$ cat src/rtl/axi4_lite_pkg.sv
// axi4_lite_pkg: shared arbiter state type and requester/strobe constants
package axi4_lite_pkg;
    localparam int NUM_REQ    = 2;
    localparam int STRB_WIDTH = 4;
    typedef enum logic [1:0] {IDLE, START, WAIT} arb_state_e;
endpackage

$ cat src/rtl/axi4_lite_write_arbiter_if.sv
// axi4_lite_write_arbiter_if: requester, write-master and status signals of the write arbiter
interface axi4_lite_write_arbiter_if
    import axi4_lite_pkg::*;
#(
    parameter int ADDR_WIDTH = 32,
    parameter int DATA_WIDTH = 32
);
    logic [NUM_REQ-1:0]    req_valid;
    logic [ADDR_WIDTH-1:0] req_addr0;
    logic [ADDR_WIDTH-1:0] req_addr1;
    logic [DATA_WIDTH-1:0] req_data0;
    logic [DATA_WIDTH-1:0] req_data1;
    logic [STRB_WIDTH-1:0] req_strb0;
    logic [STRB_WIDTH-1:0] req_strb1;
    logic [NUM_REQ-1:0]    req_ack;
    logic [NUM_REQ-1:0]    req_done;
    logic                  write_start;
    logic [ADDR_WIDTH-1:0] write_addr;
    logic [DATA_WIDTH-1:0] write_data;
    logic [STRB_WIDTH-1:0] write_strobe;
    logic                  master_busy;
    logic                  master_rst;
    logic                  timeout_err;
    logic                  timeout_clr;
    modport master (
        input  req_valid, req_addr0, req_addr1, req_data0, req_data1, req_strb0, req_strb1,
        input  master_busy, timeout_clr,
        output req_ack, req_done, write_start, write_addr, write_data, write_strobe,
        output master_rst, timeout_err
    );
    modport slave (
        output req_valid, req_addr0, req_addr1, req_data0, req_data1, req_strb0, req_strb1,
        output master_busy, timeout_clr,
        input  req_ack, req_done, write_start, write_addr, write_data, write_strobe,
        input  master_rst, timeout_err
    );
endinterface

$ cat src/rtl/rr_arbiter2.sv
// rr_arbiter2: two-way round-robin grant with last-grant history
module rr_arbiter2
    import axi4_lite_pkg::*;
(
    input  logic               clk,
    input  logic               rst,
    input  logic [NUM_REQ-1:0] req,
    input  logic               take,
    output logic               gnt
);
    logic last_grant;
    // Resetting history to 1 hands the first tie to requester 0.
    assign gnt = &req ? ~last_grant : req[1];
    always_ff @(posedge clk or negedge rst) begin
        if (!rst) last_grant <= 1'b1;
        else if (take) last_grant <= gnt;
    end
endmodule

$ cat src/rtl/axi4_lite_write_arbiter.sv
// axi4_lite_write_arbiter: round-robin arbitration of two write requesters onto one
// AXI4-Lite write master, with a sticky timeout on long master busy periods
module axi4_lite_write_arbiter
    import axi4_lite_pkg::*;
#(
    parameter int ADDR_WIDTH     = 32,
    parameter int DATA_WIDTH     = 32,
    parameter int TIMEOUT_CYCLES = 256
)(
    input logic                       clk,
    input logic                       rst,
    axi4_lite_write_arbiter_if.master bus
);
    localparam int CW = $clog2(TIMEOUT_CYCLES + 1);
    arb_state_e            state, state_nxt;
    logic                  grant, gnt, take, to_set;
    logic [CW-1:0]         cnt;
    logic [ADDR_WIDTH-1:0] sel_addr;
    logic [DATA_WIDTH-1:0] sel_data;
    logic [STRB_WIDTH-1:0] sel_strb;
    assign take           = state == IDLE && |bus.req_valid;
    assign sel_addr       = grant ? bus.req_addr1 : bus.req_addr0;
    assign sel_data       = grant ? bus.req_data1 : bus.req_data0;
    assign sel_strb       = grant ? bus.req_strb1 : bus.req_strb0;
    assign bus.master_rst = ~rst;
    // Fires once, on the WAIT cycle that brings the count up to the limit.
    assign to_set = state == WAIT && bus.master_busy && cnt == CW'(TIMEOUT_CYCLES - 1);
    rr_arbiter2 u_rr (
        .clk  (clk),
        .rst  (rst),
        .req  (bus.req_valid),
        .take (take),
        .gnt  (gnt)
    );
    always_ff @(posedge clk or negedge rst) begin
        if (!rst) begin
            state           <= IDLE;
            grant           <= 1'b0;
            cnt             <= '0;
            bus.timeout_err <= 1'b0;
        end else begin
            state <= state_nxt;
            if (take) grant <= gnt;
            if (state == START) cnt <= '0;
            else if (state == WAIT && cnt != CW'(TIMEOUT_CYCLES)) cnt <= cnt + 1'b1;
            if (to_set) bus.timeout_err <= 1'b1;
            else if (bus.timeout_clr) bus.timeout_err <= 1'b0;
        end
    end
    always_comb begin
        state_nxt        = state;
        bus.req_ack      = '0;
        bus.req_done     = '0;
        bus.write_start  = 1'b0;
        bus.write_addr   = '0;
        bus.write_data   = '0;
        bus.write_strobe = '0;
        case (state)
            IDLE: state_nxt = |bus.req_valid ? START : IDLE;
            START: begin
                state_nxt          = WAIT;
                bus.write_start    = 1'b1;
                bus.req_ack[grant] = 1'b1;
                bus.write_addr     = sel_addr;
                bus.write_data     = sel_data;
                bus.write_strobe   = sel_strb;
            end
            WAIT: begin
                state_nxt           = bus.master_busy ? WAIT : IDLE;
                bus.req_done[grant] = ~bus.master_busy;
            end
            default: state_nxt = IDLE;
        endcase
    end
endmodule

$ cat src/flat_wrapper.sv
// flat-port wrapper written by rule: the top's interface ports become plain ports
module axi4_lite_write_arbiter_flat import axi4_lite_pkg::*;
#(
    parameter int ADDR_WIDTH     = 32,
    parameter int DATA_WIDTH     = 32,
    parameter int TIMEOUT_CYCLES = 256
)
  (clk, rst, bus_req_valid, bus_req_addr0, bus_req_addr1, bus_req_data0, bus_req_data1, bus_req_strb0, bus_req_strb1, bus_master_busy, bus_timeout_clr, bus_req_ack, bus_req_done, bus_write_start, bus_write_addr, bus_write_data, bus_write_strobe, bus_master_rst, bus_timeout_err);
  axi4_lite_write_arbiter_if #(.ADDR_WIDTH(ADDR_WIDTH), .DATA_WIDTH(DATA_WIDTH)) bus_i ();
  input logic clk;
  input logic rst;
  input wire logic [$bits(bus_i.req_valid)-1:0] bus_req_valid;
  input wire logic [$bits(bus_i.req_addr0)-1:0] bus_req_addr0;
  input wire logic [$bits(bus_i.req_addr1)-1:0] bus_req_addr1;
  input wire logic [$bits(bus_i.req_data0)-1:0] bus_req_data0;
  input wire logic [$bits(bus_i.req_data1)-1:0] bus_req_data1;
  input wire logic [$bits(bus_i.req_strb0)-1:0] bus_req_strb0;
  input wire logic [$bits(bus_i.req_strb1)-1:0] bus_req_strb1;
  input wire logic [$bits(bus_i.master_busy)-1:0] bus_master_busy;
  input wire logic [$bits(bus_i.timeout_clr)-1:0] bus_timeout_clr;
  output wire logic [$bits(bus_i.req_ack)-1:0] bus_req_ack;
  output wire logic [$bits(bus_i.req_done)-1:0] bus_req_done;
  output wire logic [$bits(bus_i.write_start)-1:0] bus_write_start;
  output wire logic [$bits(bus_i.write_addr)-1:0] bus_write_addr;
  output wire logic [$bits(bus_i.write_data)-1:0] bus_write_data;
  output wire logic [$bits(bus_i.write_strobe)-1:0] bus_write_strobe;
  output wire logic [$bits(bus_i.master_rst)-1:0] bus_master_rst;
  output wire logic [$bits(bus_i.timeout_err)-1:0] bus_timeout_err;
  assign bus_i.req_valid = bus_req_valid;
  assign bus_i.req_addr0 = bus_req_addr0;
  assign bus_i.req_addr1 = bus_req_addr1;
  assign bus_i.req_data0 = bus_req_data0;
  assign bus_i.req_data1 = bus_req_data1;
  assign bus_i.req_strb0 = bus_req_strb0;
  assign bus_i.req_strb1 = bus_req_strb1;
  assign bus_i.master_busy = bus_master_busy;
  assign bus_i.timeout_clr = bus_timeout_clr;
  assign bus_req_ack = bus_i.req_ack;
  assign bus_req_done = bus_i.req_done;
  assign bus_write_start = bus_i.write_start;
  assign bus_write_addr = bus_i.write_addr;
  assign bus_write_data = bus_i.write_data;
  assign bus_write_strobe = bus_i.write_strobe;
  assign bus_master_rst = bus_i.master_rst;
  assign bus_timeout_err = bus_i.timeout_err;
  axi4_lite_write_arbiter #(.ADDR_WIDTH(ADDR_WIDTH), .DATA_WIDTH(DATA_WIDTH), .TIMEOUT_CYCLES(TIMEOUT_CYCLES)) u_core (.clk(clk), .rst(rst), .bus(bus_i));
endmodule
$ cat config.mk
export PLATFORM = sky130hd
export DESIGN_NAME = axi4_lite_write_arbiter_flat
export DESIGN_NICKNAME = d
export VERILOG_FILES = /design/src/rtl/axi4_lite_pkg.sv /design/src/rtl/axi4_lite_write_arbiter_if.sv /design/src/rtl/rr_arbiter2.sv /design/src/rtl/axi4_lite_write_arbiter.sv /design/src/flat_wrapper.sv
export SDC_FILE = /design/constraint.sdc
export NUM_CORES = 1
export LEC_CHECK = 0
export BUFFER_PORTS_ARGS = -buffer_cell sky130_fd_sc_hd__buf_2
export CAP_MARGIN = 15
export CORE_AREA = 3 3 82 84
export CTS_BUF_LIST = sky130_fd_sc_hd__clkbuf_16
export CTS_CLUSTER_DIAMETER = 50
export CTS_CLUSTER_SIZE = 24
export DETAILED_ROUTE_END_ITERATION = 6
export DIE_AREA = 0 0 85 87
export GPL_TIMING_DRIVEN = 1
export MAX_ROUTING_LAYER = met4
export PLACE_DENSITY = 0.72
export SYNTH_ARGS = -nofsm -noshare
export SYNTH_HDL_FRONTEND = slang
export SYNTH_SLANG_ARGS = --single-unit
$ cat constraint.sdc
create_clock -name clk -period 1.7 [get_ports clk]
set_input_delay 0.085 -clock clk [delete_from_list [all_inputs] [get_ports clk]]
set_output_delay 0.085 -clock clk [all_outputs]
set_load 0.005 [all_outputs]
* After elaboration in Yosys (flattened, before gate mapping)
Index checks and enable logic that the tools add are counted.
** Storage, ports and cells
- Register bits after elaboration :: 14
- Input port bits :: 142
- Output and inout bits :: 75
- Word-level logic and storage cells :: 45
** Cells by class
- $add $sub $neg :: 1
- $lt $le $gt $ge :: 2
- Equal/unequal tests :: 4
- Mux-type cells :: 19
- Bitwise logic cells :: 4
- Reductions and logical operators :: 10
** Operator list (count)
- two-way mux 32 bit :: 4
- two-way mux 9 bit :: 2
- adder 9 x 1 -> 9 bit (second input constant) :: 1
- == test 9 x 8 -> 1 bit (second input constant) :: 1
- inequality test 9 bit (second input constant) :: 1
- two-way mux 4 bit :: 2
- two-way mux 1 bit :: 6
- two-way mux 2 bit :: 3
- case mux 2 bit (3 select lines) :: 1
- logical AND 1 bit :: 5
- nonzero test 2 bit :: 2
- inverter 1 bit :: 3
- AND 2 bit :: 1
- == test 2 x 1 -> 1 bit (second input constant) :: 1
- == test 2 bit (second input constant) :: 1
- logical NOT 2 bit :: 1
- less-than comparator 1 x 2 -> 1 bit (second input constant) :: 1
- AND reduction 2 bit :: 1
- OR reduction 2 bit :: 1
- demux 1 bit (select 1 bit) :: 1
- greater-or-equal comparator 1 bit (second input constant) :: 1

* Longest topological paths before layout
- Depth in word-level cells :: 6
- Gate-level depth with buffers :: 7
- Gate-level depth less buffers :: 7

* Cells and area by module
A second synthesis with hierarchy kept.
** Unflattened totals
- Cell total of the unflattened synthesis :: 233
- Area total of the unflattened synthesis :: 1773.0 um2
** By module, submodules not included
- axi4_lite_write_arbiter :: instances 1, cells an instance 230, area an instance 1720.4 um2, seq. area each 325.3 um2
- rr_arbiter2 :: instances 1, cells an instance 3, area an instance 52.6 um2, seq. area each 26.3 um2

* Worst setup path after synthesis
OpenSTA, ideal clock, no wires.
- Path type :: register to register
- From :: register u_core.cnt[0]
- To :: register u_core.cnt[8]
- Library setup time :: 0.083 ns
- Data arrival time :: 1.313 ns
- Required time :: 1.617 ns
- Setup slack :: 0.304 ns
- Stages on the path, launching flop included :: 7
- Buffers on the path :: 0
- Clock period less this slack :: 1.396 ns
- Cell sequence :: dfrtp_1 ha_1 nand3_1 nor2_1 and3_1 ha_1 o21ai_0
** On the way
- Word-level cells in the longest chain between the ends :: 3
- Elaborated cells between the ends (all ways) :: 6
- Those cells by class :: add/sub: 1; eq/ne: 1; mux: 2; reduce/logical: 2
** Ends and longest elaborated chain
- from (decl) :: RTL line axi4_lite_write_arbiter.sv:17 : logic [CW-1:0] cnt;
- from (signal assigned) :: RTL line axi4_lite_write_arbiter.sv:45 : else if (state == WAIT && cnt != CW'(TIMEOUT_CYCLES)) cnt <= cnt + 1'b1;
- adder 9 x 1 -> 9 bit or inequality test 9 bit (tied branches) :: RTL line axi4_lite_write_arbiter.sv:45
- two-way mux 9 bit or logical AND 1 bit (tied branches) :: RTL line axi4_lite_write_arbiter.sv:45
- two-way mux 9 bit or nonzero test 2 bit (tied branches)
Several ways; a longest one is shown, not always the timed one. The select of a mux whose other input is x is not followed.
A chain may end at the register's enable or synchronous reset.

* Worst setup path after layout
- From :: register u_core.state[1]
- To :: output port bus_write_data[4]
** On the way
- Word-level cells in the longest chain between the ends :: 2
** Ends and longest elaborated chain
- from (decl) :: RTL line axi4_lite_write_arbiter.sv:15 : arb_state_e state, state_nxt;
- from (signal assigned) :: RTL line axi4_lite_write_arbiter.sv:42 : state <= state_nxt;
- == test 2 x 1 -> 1 bit :: RTL line axi4_lite_write_arbiter.sv:58 : case (state)
- two-way mux 32 bit :: RTL line axi4_lite_write_arbiter.sv:58
- to (decl) :: RTL line flat_wrapper.sv:25 : output wire logic [$bits(bus_i.write_data)-1:0] bus_write_data;
Every way passes these cells.

==> flow_results.org <==
** Route
- The first TritonRoute pass finished after 4 iterations.
- Once detail routing completed, the nets flagged for antenna violations numbered 0.
- The first routing iteration left 119 violations.
- In the final routed layout, each cell accounts on average for 14.57 um.
- The detailed router placed 2407 vias in this run.
- Total Wirelength :: 7576 um
- Dividing the detail-routed via count by the number of cells gives 4.629.
- In the routed design, unresolved DRC markers number 0.

** Min path
- The worst hold path begins at bus_timeout_clr.
- The worst hold path passes through 2 cells.
- Path class of the lowest-slack min-delay path :: in2reg
- For hold timing, the worst endpoint is u_core.bus.timeout_err.

** Timing
- Final Setup Violations :: 0
- The final-report max-slew violation count was 0.
- Post-layout minimum cycle time :: 1595 ps
- Clock Skews :: 4.381 ps
- Based on the critical path, the design can be clocked at up to 0.6271 GHz.
- Relative slew slack :: 74.22%
- Worst Tran Pin Value :: 386.7 ps
- Setup repair after global routing left no endpoint under its margin.
- Total Neg Setup Slack :: 0 ps
- Fraction of the cycle the final worst path needs :: 93.80%
- Slack of the critical path :: 105.3 ps
- Final hold vios :: 0

** Floorplanning
- Row Count :: 28
- The die covers 7395 um^2.
- Core outline area :: 5991 um^2
- The die is 85 um wide.
- For this configuration, the core starts out at a cell density of 29.43%.
- Boundary Pins :: 217
- From bottom edge to top edge, the die measures 87 um.

** CTS
- Clock Latency Late Sink :: 250 ps
- Number of sinks driven by the clock tree :: 14
- TritonCTS clock tree :: built
- In this run the deepest clock path goes through 2 buffers.
- CTS built an H-tree with a depth of 1.
- Total CTS buffers :: 3
- After clock tree synthesis, the clock-pin slew on the worst setup and hold paths is 50 ps.
- CTS root buf :: clkbuf_16

** Synth
- Dominant cells by area after synthesis :: mux2i_1 (40%), dfrtp_1 (18%), nor2_1 (15%), buf_2 (3.4%), nand3_1 (3.1%)
- Xor/xnor cell area share of the yosys netlist :: 0.4968%
- Sequential fraction of the synthesis area :: 19.94%
- Yosys warnings :: 0
- Gate count after technology mapping :: 233
- Synthesis-stage register bit count :: 14
- Dominant combinational cell family by area after synthesis :: multiplexers
- mux2i_1 takes more of the synthesized area than any other cell.
- When the netlist entered floorplanning its net count stood at 378.
- The synthesized netlist devotes 25.69% of its cell area to simple gates.
- Post-synthesis area per instance :: 7.566 um^2
- After Yosys synthesis, full adders, half adders and majority gates account for 2.129% of the synthesized area.
- Counting distinct cell types in the post-synthesis netlist gives 29.
- The portion of synthesized area spent on multiplexers is 40.31%.
- Mapped Area :: 1763 um^2
- The top cell type by area accounts for 40.31% of the synthesized area.
- Compound-gate portion of the synthesized area :: 4.826%

** Critical path
- Top cell family by delay on the critical path :: simple AND/OR/NAND/NOR gates
- The worst setup path is captured at an output port.
- Data on the critical path arrives at its endpoint at 1510 ps.
- Maximum single-stage delay on the critical path :: 410 ps
- Setup slack on the worst reg-to-reg path comes out at 200 ps.
- Critical path's slowest cell :: dfrtp_1
- In this run the critical register-to-register path is launched from u_core.cnt[6].
- R2r endpoint :: u_core.cnt[6]
- The critical path contains buffers and inverters numbering 2 combined.
- Cells along the critical path :: nand2b_2 > buf_4 > nor2_1 > buf_2
- Worst EP required :: 1620 ps
- Critical path startpoint category :: flip-flop
- Start-to-end type of the worst setup path :: reg2out
- In this run the worst path has a maximum fanout of 31.
- Length in cells of the worst reg-to-reg path :: 4

** Power and ir drop
- Net Sw Frac :: 44.33%
- Cell area power density :: 1270 nW/um^2
- In this run the power spent charging and discharging nets is 0.001726 W.
- Share of power burned in the clock network :: 11.6%
- Fraction of power consumed by sequential logic :: 14.0%
- Gate power share :: 74.4%
- Internal power comes to 0.002168 W.
- VDD sags by at most 0.6521 mV.
- In this run the static leakage power is 1.923 nW.

** Finish
- Area growth from synthesis to final layout :: 73.95%
- Number of diodes added for antenna fixing :: 0
- Fin nets :: 591
- The multi-input combinational cells in the finished layout cover a total of 1304 um^2.
- Cells with a size suffix above 1 make up 52.58% of the layout.
- FF/Latch Area :: 355.3 um^2
- Fill cells in the final layout number 575.
- Total non-filler cell area in the finished layout :: 3067 um^2

** Job
- Across the run, the number of max-cap violations was 0.

** Place
- The wire-length estimate of the detail-placed layout is 6483 um.
- Timing analysis after detailed placement gives a worst setup slack of 143.1 ps.
- After detailed placement, the total cell area comes to 2949 um^2.
- Routability congestion estimate :: 0.7608
- Port buffering added 216 buffers.

** GRT
- Pin count of the biggest net entering global routing :: 45
- Global routing consumed, over all layers together, 18.50% of the routing resources.
- The number of antenna violations at the first check in global routing is 0.
- Number of global-route vias before repair :: 2234
- First-pass GRT wire length :: 10850 um
- For this run the aggregate overflow at the end of global routing stands at 0.

** Outcome
- The flow ran to the end, and the final reports show no timing, DRC or antenna violations.
routing by layer:
layer  global-route usage, %  up-vias  routed length [um]
met2                   29.10      126                3620
met3                   3.879        8                 676
met1                   24.56     1057                3206
met4                   3.885        0                  72
met5                       -        -                   0
li1                        -     1216                   -
layout make-up:
type | instances | share of cell area, %
Multi-Input combinational cell | 194 | 42.51
Sequential cell | 14 | 11.59
Clock inverter | 1 | 0.1224
Tap cell | 75 | 3.060
Clock buffer | 3 | 2.448
Timing Repair Buffer | 226 | 39.41
Inverter | 7 | 0.8568
power by group through the flow:
| stage | clock network [W] | logic (W) | registers [W] |
|---|---|---|---|
| floorplan | 0 | 0.00180 | 0.000468 |
| global placement | 0 | 0.00276 | 0.000586 |
| detailed placement | 0 | 0.00280 | 0.000598 |
| CTS | 0.000459 | 0.00282 | 0.000593 |
| global route | 0.000476 | 0.00315 | 0.000559 |
| finish | 0.000451 | 0.00290 | 0.000545 |
cell usage after synthesis (all sizes together):
cell	n
nor2	72
mux2i	71
buf	13
dfrtp	13
nand2	12
nand3	11
inv	7
clkbuf	5
o21ai	5
ha	3
and2	2
and3	2
nand2b	2
or3	2
a21o	1
a21oi	1
a41o	1
a41oi	1
dfstp	1
nand4	1
nor3	1
nor3b	1
nor4	1
o21a	1
o22ai	1
o31ai	1
xor2	1
state kept, by name, indices dropped and copies added, names as in the netlist:
register,cells
u_core.bus.timeout_err,1
u_core.u_rr.last_grant,1
u_core.grant,1
u_core.state,2
u_core.cnt,9
worst register-to-register path: cells and delay by family (launching register included):
kind	cells	cell delay (ps)
muxes	1	180
AOI/OAI and AO/OA	1	280
and+or+nand+nor	2	550
DFF	1	420
worst max path at each step:
stage                          from                end  slack (ps)  cells after the start
floorplan             u_core.cnt[0]      u_core.cnt[8]         300                      6
CTS                    u_core.grant  bus_write_data[1]          60                      4
detailed placement    u_core.cnt[6]      u_core.cnt[6]         140                      4
global route          u_core.cnt[6]      u_core.cnt[6]          10                      4
global placement      u_core.cnt[6]      u_core.cnt[6]         210                      4
finish              u_core.state[1]  bus_write_data[4]         110                      4
logic make-up (layout without fill, tap and decap cells):
| kind of cell | count (synthesis) | in the layout |
|---|---|---|
| simple gates | 107 | 107 |
| xor+xnor | 1 | 1 |
| fa+ha+maj | 3 | 3 |
| mux | 71 | 71 |
| compound gates | 12 | 12 |
| buf+inv | 25 | 237 |
| flops | 14 | 14 |
timing repair:
item	CTS	global route
resized for setup	0	1
endpoints found under the setup margin	0	4
endpoints found under the hold margin	13	0
buffers inserted	0	3
hold buffers	1	0
through the flow:
stage / std cells / hold slack [ps] / utilization, % / power [W]
CTS: 517 / 26.00 / 50.71 / 0.003872
detailed placement: 512 / 11.25 / 49.23 / 0.003402
floorplan: 233 / -210.6 / - / 0.002263
finish: 520 / 30.27 / 51.19 / 0.003895
global placement: 512 / 2.314 / 49.23 / 0.003345
global route: 520 / 41.35 / 51.19 / 0.004190
placed cells by master, fill, tap and decap left out:
cell type	instances
buf_2	216
nor2_1	72
mux2i_1	71
nand2_1	12
dfrtp_1	12
nand3_1	11
inv_1	7
o21ai_0	5
buf_4	5
buf_12	4
ha_1	3
clkbuf_16	3
and3_1	2
and2_1	2
or3_1	2
nand2b_2	1
nand2b_4	1
nor3_1	1
nor3b_1	1
o22ai_1	1
nor4_2	1
a41oi_2	1
o31ai_1	1
a41o_1	1
nand4_1	1
xor2_1	1
o21a_1	1
a21oi_1	1
a21o_1	1
clkinv_1	1
dlygate4sd3_1	1
dfrtp_4	1
dfstp_2	1
Power figures use the tool's default switching activity.
